## config.mk

```make
export PLATFORM = sky130hd
export DESIGN_NAME = rotary_multi_hex
export DESIGN_NICKNAME = d
export VERILOG_FILES = /design/src/rtl/rotary_multi_hex.sv
export SDC_FILE = /design/constraint.sdc
export NUM_CORES = 1
export LEC_CHECK = 0
export CAP_MARGIN = 20
export CORE_MARGIN = 1
export CORE_UTILIZATION = 26
export DETAILED_ROUTE_END_ITERATION = 16
export SLEW_MARGIN = 20
export SYNTH_ARGS = -nofsm -noshare
export SYNTH_HDL_FRONTEND = slang
export SYNTH_SLANG_ARGS = --single-unit
```

## constraint.sdc

```tcl
create_clock -name clk -period 5.72 [get_ports clk]
set_input_delay 0.858 -clock clk [delete_from_list [all_inputs] [get_ports clk]]
set_output_delay 0.858 -clock clk [all_outputs]
set_load 0.05 [all_outputs]
```

## src/rtl/rotary_multi_hex.sv

```systemverilog
// Multi-channel rotary dial front end: synchronise, debounce, decode detents,
// count per channel and render every count nibble as an active-low 7-seg digit.
module rotary_multi_hex #(
  parameter int unsigned CHANNELS = 2,
  parameter int unsigned COUNT_W  = 8,
  parameter int unsigned DEBOUNCE = 500,
  parameter int unsigned SATURATE = 0
) (
  input  logic                            clk,
  input  logic                            reset_n,
  input  logic [2*CHANNELS-1:0]           rotary_in,
  input  logic [CHANNELS-1:0]             clear,
  output logic [CHANNELS-1:0]             rotary_cw,
  output logic [CHANNELS-1:0]             rotary_ccw,
  output logic [CHANNELS*COUNT_W-1:0]     count,
  output logic [7*CHANNELS*COUNT_W/4-1:0] hex
);

  localparam int unsigned BITS   = 2 * CHANNELS;
  localparam int unsigned DIGITS = CHANNELS * COUNT_W / 4;
  localparam int unsigned DB_W   = (DEBOUNCE == 0) ? 1 : $clog2(DEBOUNCE + 1);
  localparam logic [COUNT_W-1:0] CNT_MAX = '1;
  localparam logic [6:0] SEG_ZERO = 7'b1000000;

  logic [BITS-1:0] sync1;
  logic [BITS-1:0] sync2;
  logic [BITS-1:0] filt;

  // Two-flop synchroniser for the asynchronous dial pins.
  always_ff @(posedge clk) begin
    if (!reset_n) begin
      sync1 <= '0;
      sync2 <= '0;
    end else begin
      sync1 <= rotary_in;
      sync2 <= sync1;
    end
  end

  for (genvar b = 0; b < BITS; b++) begin : g_bit
    logic f;
    assign filt[b] = f;

    if (DEBOUNCE == 0) begin : g_bypass
      // Filter bypassed: follow the synchronised pin directly.
      always_ff @(posedge clk) begin
        if (!reset_n) f <= 1'b0;
        else          f <= sync2[b];
      end
    end else begin : g_filter
      logic [DB_W-1:0] stable;

      // Accept a new level only after it has differed from filt long enough.
      always_ff @(posedge clk) begin
        if (!reset_n) begin
          f      <= 1'b0;
          stable <= '0;
        end else if (sync2[b] == f) begin
          stable <= '0;
        end else if (stable == DB_W'(DEBOUNCE - 1)) begin
          f      <= sync2[b];
          stable <= '0;
        end else begin
          stable <= stable + DB_W'(1);
        end
      end
    end
  end

  for (genvar c = 0; c < CHANNELS; c++) begin : g_ch
    logic [1:0]         prev;
    logic [1:0]         cur;
    logic               cw_evt;
    logic               ccw_evt;
    logic               cw_q;
    logic               ccw_q;
    logic [COUNT_W-1:0] cnt;
    logic [COUNT_W-1:0] cnt_next;

    // A detent is entering 00 from a single-bit neighbour; the neighbour sets direction.
    assign cur     = filt[2*c +: 2];
    assign cw_evt  = (prev == 2'b01) && (cur == 2'b00);
    assign ccw_evt = (prev == 2'b10) && (cur == 2'b00);

    assign rotary_cw[c]                 = cw_q;
    assign rotary_ccw[c]                = ccw_q;
    assign count[c*COUNT_W +: COUNT_W]  = cnt;

    // Next count: clear wins, then step with optional clamping at the limits.
    always_comb begin
      cnt_next = cnt;
      if (clear[c]) begin
        cnt_next = '0;
      end else if (cw_evt) begin
        if (SATURATE == 0 || cnt != CNT_MAX) cnt_next = cnt + COUNT_W'(1);
      end else if (ccw_evt) begin
        if (SATURATE == 0 || cnt != '0) cnt_next = cnt - COUNT_W'(1);
      end
    end

    // Registered event pulses, previous filtered state and counter.
    always_ff @(posedge clk) begin
      if (!reset_n) begin
        prev  <= 2'b00;
        cw_q  <= 1'b0;
        ccw_q <= 1'b0;
        cnt   <= '0;
      end else begin
        prev  <= cur;
        cw_q  <= cw_evt;
        ccw_q <= ccw_evt;
        cnt   <= cnt_next;
      end
    end
  end

  function automatic logic [6:0] seg7(input logic [3:0] n);
    case (n)
      4'h0: seg7 = 7'b1000000;
      4'h1: seg7 = 7'b1111001;
      4'h2: seg7 = 7'b0100100;
      4'h3: seg7 = 7'b0110000;
      4'h4: seg7 = 7'b0011001;
      4'h5: seg7 = 7'b0010010;
      4'h6: seg7 = 7'b0000010;
      4'h7: seg7 = 7'b1111000;
      4'h8: seg7 = 7'b0000000;
      4'h9: seg7 = 7'b0010000;
      4'hA: seg7 = 7'b0001000;
      4'hB: seg7 = 7'b0000011;
      4'hC: seg7 = 7'b1000110;
      4'hD: seg7 = 7'b0100001;
      4'hE: seg7 = 7'b0000110;
      default: seg7 = 7'b0001110;
    endcase
  endfunction

  // Registered segment decode of every nibble of the concatenated counts.
  always_ff @(posedge clk) begin
    for (int unsigned d = 0; d < DIGITS; d++) begin
      if (!reset_n) hex[7*d +: 7] <= SEG_ZERO;
      else          hex[7*d +: 7] <= seg7(count[4*d +: 4]);
    end
  end

endmodule

```

; Word level (Yosys, flattened, before mapping)
; Memories as Yosys holds them, arrays and structs flattened. A register that Yosys moved wholly into a read port is not among the register bits.
; Index checks and enable logic that the tools add are counted.
[word_totals]
ff_bits = 72
mem_bits_ro = 448
input_bits = 8
output_inout_bits = 48
memories = 4
[memory_table]
columns = memory, words, width, read_ports, rd_ports_with_merged_regs, wr, line_no
row1 = (name not given), 16, 7, 1, 1, 0, 118  ; case (n)
row2 = (name not given), 16, 7, 1, 1, 0, 118
row3 = (name not given), 16, 7, 1, 1, 0, 118
row4 = (name not given), 16, 7, 1, 1, 0, 118
[op_classes]
addsub = 8
eq_ne = 12
n_mux = 4
bitwise_logic = 5
n_reduce_logical = 22
[op_table]
columns = op, count
row1 = $add A9 B1 Y9 const B, 4
row2 = $eq A9 B9 Y1 const B, 4
row3 = $mux W8, 4
row4 = $add A8 B1 Y8 const B, 2
row5 = $sub A8 B1 Y8 const B, 2
row6 = $reduce_or A3 Y1, 4
row7 = $reduce_and A2 Y1, 4
row8 = $not A1 Y1, 5
row9 = $eq A1 B1 Y1, 4
row10 = $eq A2 B1 Y1 const B, 2
row11 = $eq A2 B2 Y1 const B, 2
row12 = $logic_and A1 B1 Y1, 4
row13 = $logic_not A1 Y1, 4
row14 = $logic_not A2 Y1, 2
row15 = $reduce_bool A2 Y1, 2
row16 = $reduce_or A2 Y1, 2

; Logic depth before layout (Yosys ltp)
[depth]
word_depth = 4
ltp_mapped = 9
ltp_nobuf = 9

; Worst setup path before layout
; OpenSTA, ideal clock, no wires.
[synth_path]
kind = reg-to-reg
startpoint = register g_ch[0].cnt[0]
endpoint = register g_ch[0].cnt[4]
setup_ns = 0.070
t_arrival_ns = 2.222
slack_ns = 3.428
stages_incl_launch_ff = 8
n_path_buf = 0
synth_period_minus_slack_ns = 2.292
cell_sequence = dfxtp_1 inv_1 fa_1 nor2b_1 o21ai_0 nor3b_1 or3_1 a21oi_1
[synth_between]
elab_chain_len = 3
elab_cells_between_ends = 4
[synth_lines]
columns = element, line_no
row1 = "start, declared", 77  ; logic [COUNT_W-1:0] cnt;
row2 = "start signal, assigned", 112  ; cnt <= cnt_next;
row3 = $sub A8 B1 Y8, 97  ; if (SATURATE == 0 || cnt != '0) cnt_next = cnt - COUNT_W'(1);
row4 = $mux W8, 96  ; end else if (ccw_evt) begin
row5 = $mux W8 *, 94  ; end else if (cw_evt) begin
; Every way passes the cells marked *; elsewhere a longest branch is shown, timed or not. The select of a mux whose other input is x is not followed.
; A chain may end at the register's enable or synchronous reset.

; Worst setup path after layout
[layout_path]
startpoint = register g_ch[1].cnt[3]
endpoint = output port count[11]
[layout_lines]
columns = element, line_no
row1 = "start, declared", 77
row2 = "start signal, assigned", 112
row3 = "end, declared", 15  ; output logic [CHANNELS*COUNT_W-1:0] count,
; No word-level cell between the ends.

==> impl_metrics.json <==
{
  "place_hpwl_mm": 6.81,
  "clockBufferDepth": 2,
  "fin_area_um2": 5940,
  "max_stage_delay_ns": 0.93,
  "critical_path.top_delay_family": "buffers and inverters",
  "final_layout_size_suffix_gt1_share_pct": 5.25,
  "setup_viol": 0,
  "r2r_end": "g_ch[1].cnt[6]",
  "period_needed_ns": 2.89,
  "p_leak_uw": 0.00221,
  "fin_tns_setup_ns": 0,
  "start_util_pct": 26.8,
  "io_pins": 56,
  "cts_hold_buf": 0,
  "p_sw_uw": 279,
  "path_max_fanout": 18,
  "crit_path_top_delay_cell": "clkdlybuf4s50_1",
  "grt_overflow": 0,
  "async_reset_ff_share_pct": 0,
  "cts_buffers": 9,
  "r2r_slack_ns": 3.34,
  "cts.sinks": 100,
  "gr-usage-all-layers_pct": 10.9,
  "fin_crit_sh_pct": 50.6,
  "synth_nets": 593,
  "ys_seq_area_share_pct": 41.0,
  "syn_area_um2": 4890,
  "die_h_um": 139,
  "path_buf_inv": 1,
  "endpoint": "count[11]",
  "clock_latency_ns": 0.35,
  "cts_root_buf": "clkbuf_16",
  "drt-initial-drc-count": 155,
  "crit_type": "reg -> out",
  "synthCells": 541,
  "placed_area_um2": 5630,
  "critPathCaptureType": "output port",
  "drt-total-wl_mm": 9.79,
  "reg2reg_from": "g_bit[3].f",
  "grt_pass1_wl_mm": 17.0,
  "rows": 49,
  "cp-start-kind": "flop",
  "netSwitchingFraction_pct": 20.9,
  "grt_max_degree": 26,
  "ys_types": 45,
  "hp-class": "reg -> reg",
  "port_buffers": 55,
  "skew_ns": 0.00532,
  "nets": 637,
  "syn_to_final_growth_pct": 21.5,
  "pwr-share-seq_pct": 52.4,
  "rsz0062_at_grt": "false",
  "powerDensity_nw_per_um2": 225,
  "cp_num_cells": 1,
  "slew-limit-headroom_pct": 54.5,
  "post_cts_resize_count": 0,
  "viasPerCell": 4.46,
  "drcViolationCount": 0,
  "yosysWarnings": 0,
  "drv_cap": 0,
  "power_uw": 1340,
  "p_comb_share_pct": 1.7,
  "synth.avg_cell_area_um2": 9.03,
  "status": "completed",
  "layout_commonest_cell": "dfxtp_1",
  "antenna_cells": 0,
  "synth_edf_count": 0,
  "wl_per_cell_um": 12.0,
  "die_w_um": 139,
  "slew_viol_final": 0,
  "worstRegToRegCells": 8,
  "antenna_found_initial": 0,
  "first_global_vias": 3476,
  "critPathRequiredTime_ns": 4.86,
  "ant_nets": 0,
  "worstMarginPinSlew_ns": 0.681,
  "cts.clk_slew.worst_paths_ns": 0.07,
  "cts_tree": "yes",
  "drt_pass1_iterations": 4,
  "synth_flop_cell": "dfxtp_1",
  "p_int_uw": 1060,
  "worst_ir_drop_vdd_v": 0.000156,
  "vias": 3650,
  "fmax_mhz": 346,
  "final_cell_mix": "100 x dfxtp_1, 89 x nor2_1, 55 x clkdlybuf4s50_1, 42 x ha_1, 32 x nand2_1",
  "cp_cell_sequence": "clkdlybuf4s50_1",
  "holdWs_ns": 0.447,
  "hold_viol_final": 0,
  "core_area_um2": 18200,
  "htreeDepth": 3,
  "gp_congestion": 0.759,
  "nFillCells": 1882,
  "cts_setup_buffers": 0,
  "cp.arrival_ns": 2.03,
  "critPathLaunch": "g_ch[1].cnt[3]",
  "die_area_um2": 19300,
  "ys_seq_elements": 100,
  "p_clk_share_pct": 45.8
}
## how the worst min path moves through the flow
stage | startpoint | endpoint | slack [ns] | cells past startpoint
floorplan | sync1[0] | sync2[0] | 0.41 | 1
global placement | sync1[3] | sync2[3] | 0.43 | 1
detailed placement | sync1[1] | sync2[1] | 0.42 | 1
CTS | sync1[3] | sync2[3] | 0.45 | 1
global route | sync1[1] | sync2[1] | 0.46 | 1
finish | sync1[3] | sync2[3] | 0.45 | 1
## cells by family after synthesis
kind of cell / synth area share [%]
and+or+nand+nor: 20.9
DFF: 41.0
AOI/OAI and AO/OA: 11.0
buffers and inverters: 3.97
adders and majority gates: 11.6
xor gates and xnor gates: 6.45
muxes: 5.17
## cell usage after synthesis, drive strengths merged, types with 4 or more instances
library cell | instances | share of area, %
or4 | 5 | 0.77
mux2i | 23 | 4.7
nand2b | 6 | 0.77
nand3 | 17 | 2.0
o21a | 5 | 0.77
a311oi | 4 | 0.72
buf | 9 | 1.1
a21oi | 27 | 2.8
and2 | 14 | 1.8
dfxtp | 100 | 41
inv | 20 | 1.5
nor2 | 89 | 6.8
nor2b | 11 | 1.4
or2 | 5 | 0.64
xnor2 | 14 | 2.5
nand2 | 32 | 2.5
or3 | 4 | 0.51
a211oi | 14 | 2.2
o211ai | 4 | 0.61
o21ai | 12 | 1.2
xor2 | 22 | 3.9
ha | 42 | 11
nand4 | 10 | 1.3
clkbuf | 17 | 1.3
## through the flow
step	worst slack (ns)	instances	util, %
2_1_floorplan	3.43	541	-
3_3_place_gp	2.80	803	30.9
3_5_place_dp	2.78	803	30.9
4_1_cts	2.80	819	32.6
5_1_grt	2.73	819	32.6
6_report	2.83	819	32.6
## registers in the layout (all words and copies together), names as in the netlist
| name | flops |
|---|---|
| g_ch.ccw_q | 2 |
| g_bit.f | 4 |
| g_ch.cnt | 16 |
| g_ch.prev | 4 |
| sync2 | 4 |
| hex | 28 |
| g_ch.cw_q | 2 |
| g_bit.g_filter.stable | 36 |
| sync1 | 4 |
## power by group through the flow
stage	Combinational, µW	Clock [µW]	Sequential (µW)
3_5_place_dp	23.4	0	717
5_1_grt	25.6	666	701
3_3_place_gp	23.4	0	717
4_1_cts	23.7	637	701
2_1_floorplan	13.5	0	717
6_report	23.0	613	701
## final cells by class
class	count	area (µm²)	area share, %
timing repair buffer	59	581	9.78
clock buffer	10	239	4.03
clock inverter	6	63.8	1.07
sequential	100	2000	33.7
multi-input combinational	395	2690	45.3
tap	229	287	4.83
inverter	20	75.1	1.26
## routing by layer
metal | routed length [µm] | track usage (%) | share of wire (%)
met5 | 0 | 0 | 0
met4 | 203 | 5.61 | 2.1
met3 | 309 | 2.35 | 3.2
met2 | 4180 | 16.2 | 43
met1 | 5100 | 14.8 | 52
Note: power is estimated with default switching activity, not from simulation.
==> patch (same flow settings) <==
Register the output `count` once more; this adds one clock of latency there. The other outputs are not delayed to match.
--- a/src/rtl/rotary_multi_hex.sv
+++ b/src/rtl/rotary_multi_hex.sv
@@ -21,6 +21,8 @@
   localparam int unsigned DB_W   = (DEBOUNCE == 0) ? 1 : $clog2(DEBOUNCE + 1);
   localparam logic [COUNT_W-1:0] CNT_MAX = '1;
   localparam logic [6:0] SEG_ZERO = 7'b1000000;
+
+  logic [CHANNELS*COUNT_W-1:0] count_d;
 
   logic [BITS-1:0] sync1;
   logic [BITS-1:0] sync2;
@@ -84,7 +86,7 @@
 
     assign rotary_cw[c]                 = cw_q;
     assign rotary_ccw[c]                = ccw_q;
-    assign count[c*COUNT_W +: COUNT_W]  = cnt;
+    assign count_d[c*COUNT_W +: COUNT_W]  = cnt;
 
     // Next count: clear wins, then step with optional clamping at the limits.
     always_comb begin
@@ -139,8 +141,12 @@
   always_ff @(posedge clk) begin
     for (int unsigned d = 0; d < DIGITS; d++) begin
       if (!reset_n) hex[7*d +: 7] <= SEG_ZERO;
-      else          hex[7*d +: 7] <= seg7(count[4*d +: 4]);
+      else          hex[7*d +: 7] <= seg7(count_d[4*d +: 4]);
     end
+  end
+
+  always_ff @(posedge clk) begin
+    count <= count_d;
   end
 
 endmodule
Check against the original RTL: no difference found for any inputs over 10 cycles, from zero or initial values and one cycle with reset_n low; that may be too few to reach the edited logic, so the function may still have changed.
==> patch against the original RTL <==
  * Area after synthesis increased by 6.9%
  * Clock power is 76% higher
  * Total power increased by 43%
  * Worst setup slack better by 0.18 ns
  * Maximum frequency grew 6.6%
  * Sequential cell count increased by 16
  * Final area rose by 11%
  * Worst hold slack worse by 0.018 ns
  * Wire length grew 6.8%
==> patch: results (changes against the original RTL) <==
.. list-table::
   :header-rows: 1

   * - Metric
     - Value
   * - Final GP Congestion
     - 0.758 (about the same)
   * - Library cell used as clock root buffer
     - sky130_fd_sc_hd__clkbuf_16
   * - Per-cell via count in the routed design
     - 4.28 (-4.0%)
   * - Total number of nets in the final design
     - 663 (+4.1%)
   * - Share of post-route cells with drive strength above 1
     - 0.0721 (+0.0196)
   * - Total number of H-tree levels
     - 4 (+1)
   * - Average detailed-routed wire length per instance
     - 11.8 um (-1.6%)
   * - # Post-CTS Setup Buffers
     - 0 (unchanged)
   * - Top cell types by occurrence after synthesis
     - sky130_fd_sc_hd__dfxtp_1, sky130_fd_sc_hd__nor2_1, sky130_fd_sc_hd__ha_1, sky130_fd_sc_hd__nand2_1, sky130_fd_sc_hd__mux2i_1
   * - Total Routing Usage GR
     - 0.110 (+0.000467)
   * - First-pass iteration count of the detailed router
     - 4 (unchanged)
   * - Run status
     - complete, no violations
   * - Number of fill cells
     - 2042 (+8.5%)
   * - IO buf count
     - 55 (unchanged)
   * - Maximum buffer depth of the clock tree
     - 2 (unchanged)
   * - Signal arrival time at the worst endpoint
     - 3.05 ns (+1.02 ns)
   * - Post-synthesis sequential area ratio
     - 0.445 (+0.0350)
   * - Insertion delay to the later sink of the worst-skew pair
     - 0.41 ns (+0.06 ns)
   * - Total of cells resized after clock tree synthesis
     - 0 (unchanged)
   * - Class of the worst hold path
     - register to register
   * - Syn. warnings
     - 0 (unchanged)
   * - Unique masters post-synth
     - 50 (+11%)
   * - Initial detailed-routing violation count
     - 193 (+25%)
   * - Antenna cell count
     - 0 (unchanged)
   * - Initial antenna violation count
     - 0 (unchanged)
   * - Maximum number of pins on one net before global-route repair
     - 33 (+27%)
   * - Net count of the mapped netlist
     - 612 (+3.2%)
   * - Clock skew after layout
     - 0.00707 ns (+0.00174 ns)
   * - Fraction of synthesis flops using an asynchronous set or reset pin
     - 0 (unchanged)
   * - Worst-path maximum fanout
     - 24 (+6)
   * - Global-route wire length before repair
     - 17300 um (+1.6%)
   * - Static power due to leakage
     - 2.48 nW (+13%)
   * - Vias in the first global route
     - 3550 (+2.1%)
   * - Clock transition at the register clock pins on the worst setup and hold paths after CTS
     - 0.05 ns (-0.02 ns)
   * - Number of buffers inserted during clock tree synthesis
     - 17 (+8)
   * - Worst max-slew margin expressed relative to the limit
     - 0.360 (-0.186)
   * - Top cells by area in the synthesized netlist
     - sky130_fd_sc_hd__dfxtp_1, sky130_fd_sc_hd__ha_1, sky130_fd_sc_hd__nor2_1
   * - Initial cell density of the core
     - 0.267 (-0.00180)
   * - Dpl hpwl
     - 7090 um (+4.2%)
   * - Largest regs
     - g_bit.g_filter.stable x36, hex x28
   * - Max VDD drop
     - 212 uV (+36%)
-- patch: cell types whose count changed after synthesis, moves of 3 or more --
cell | before | now
sky130_fd_sc_hd__dfxtp_1 | 100 | 116
sky130_fd_sc_hd__nor2_1 | 89 | 97
sky130_fd_sc_hd__clkbuf_1 | 17 | 13
sky130_fd_sc_hd__mux2i_1 | 23 | 27
sky130_fd_sc_hd__nand3_1 | 14 | 17
sky130_fd_sc_hd__nand4_1 | 10 | 7
sky130_fd_sc_hd__nor2b_1 | 11 | 8
-- patch: layout make-up --
type                       count  area share
timing repair buffer          57      0.0857
multi-input combinational    398       0.409
clock buffer                  22      0.0719
tap                          265      0.0503
clock inverter                10      0.0195
sequential                   116       0.352
inverter                      21      0.0119
-- patch: routing by layer --
layer | vias to the layer above | wire length [um] | GRT usage | share of wire
met2 | 56 | 4720 | 0.170 | 0.45
met4 | 0 | 208 | 0.0594 | 0.020
met1 | 1730 | 5090 | 0.134 | 0.49
li1 | 2004 | - | - | -
met3 | 12 | 436 | 0.0363 | 0.042
met5 | - | 0 | 0 | 0
-- patch: final timing paths --
check / start / end / slack, ns / cells after the start
min reg2reg: sync1[2] / sync2[2] / 0.43 / 1
max reg2reg: g_bit[3].f / g_ch[1].cnt[7] / 3.36 / 8
min: sync1[2] / sync2[2] / 0.43 / 1
max: reset_n / g_ch[0].cnt[6] / 3.01 / 4
-- patch: logic make-up after synthesis --
kind of cell | Yosys count | share of synthesized area
adders and majority gates | 44 | 0.108
and+or+nand+nor | 208 | 0.189
muxes | 30 | 0.0582
AOI/OAI and AO/OA | 81 | 0.102
xor gates and xnor gates | 35 | 0.0587
buffers and inverters | 46 | 0.0388
DFF | 116 | 0.445
-- patch: worst max-delay path, stage by stage --
cell	delay (ns)
sky130_fd_sc_hd__clkdlybuf4s50_1	1.04
sky130_fd_sc_hd__nand2b_1	0.38
sky130_fd_sc_hd__or4b_1	0.58
sky130_fd_sc_hd__o211ai_1	0.17
-- patch: per-stage QoR --
step | cells | setup slack, ns | cell area, um^2
6_report | 889 | 3.01 | 6600
5_1_grt | 889 | 2.84 | 6600
4_1_cts | 889 | 3.01 | 6600
3_5_place_dp | 857 | 2.58 | 5990
3_3_place_gp | 857 | 2.61 | 5990
2_1_floorplan | 560 | 3.65 | 5220
-- patch: power breakdown --
group	switching, W	internal [W]	leakage (nW)
clock	0.000363	0.000714	0.303
sequential	0.00000188	0.000812	0.936
combinational	0.0000137	0.00000861	1.24
total	0.000378	0.00154	2.48
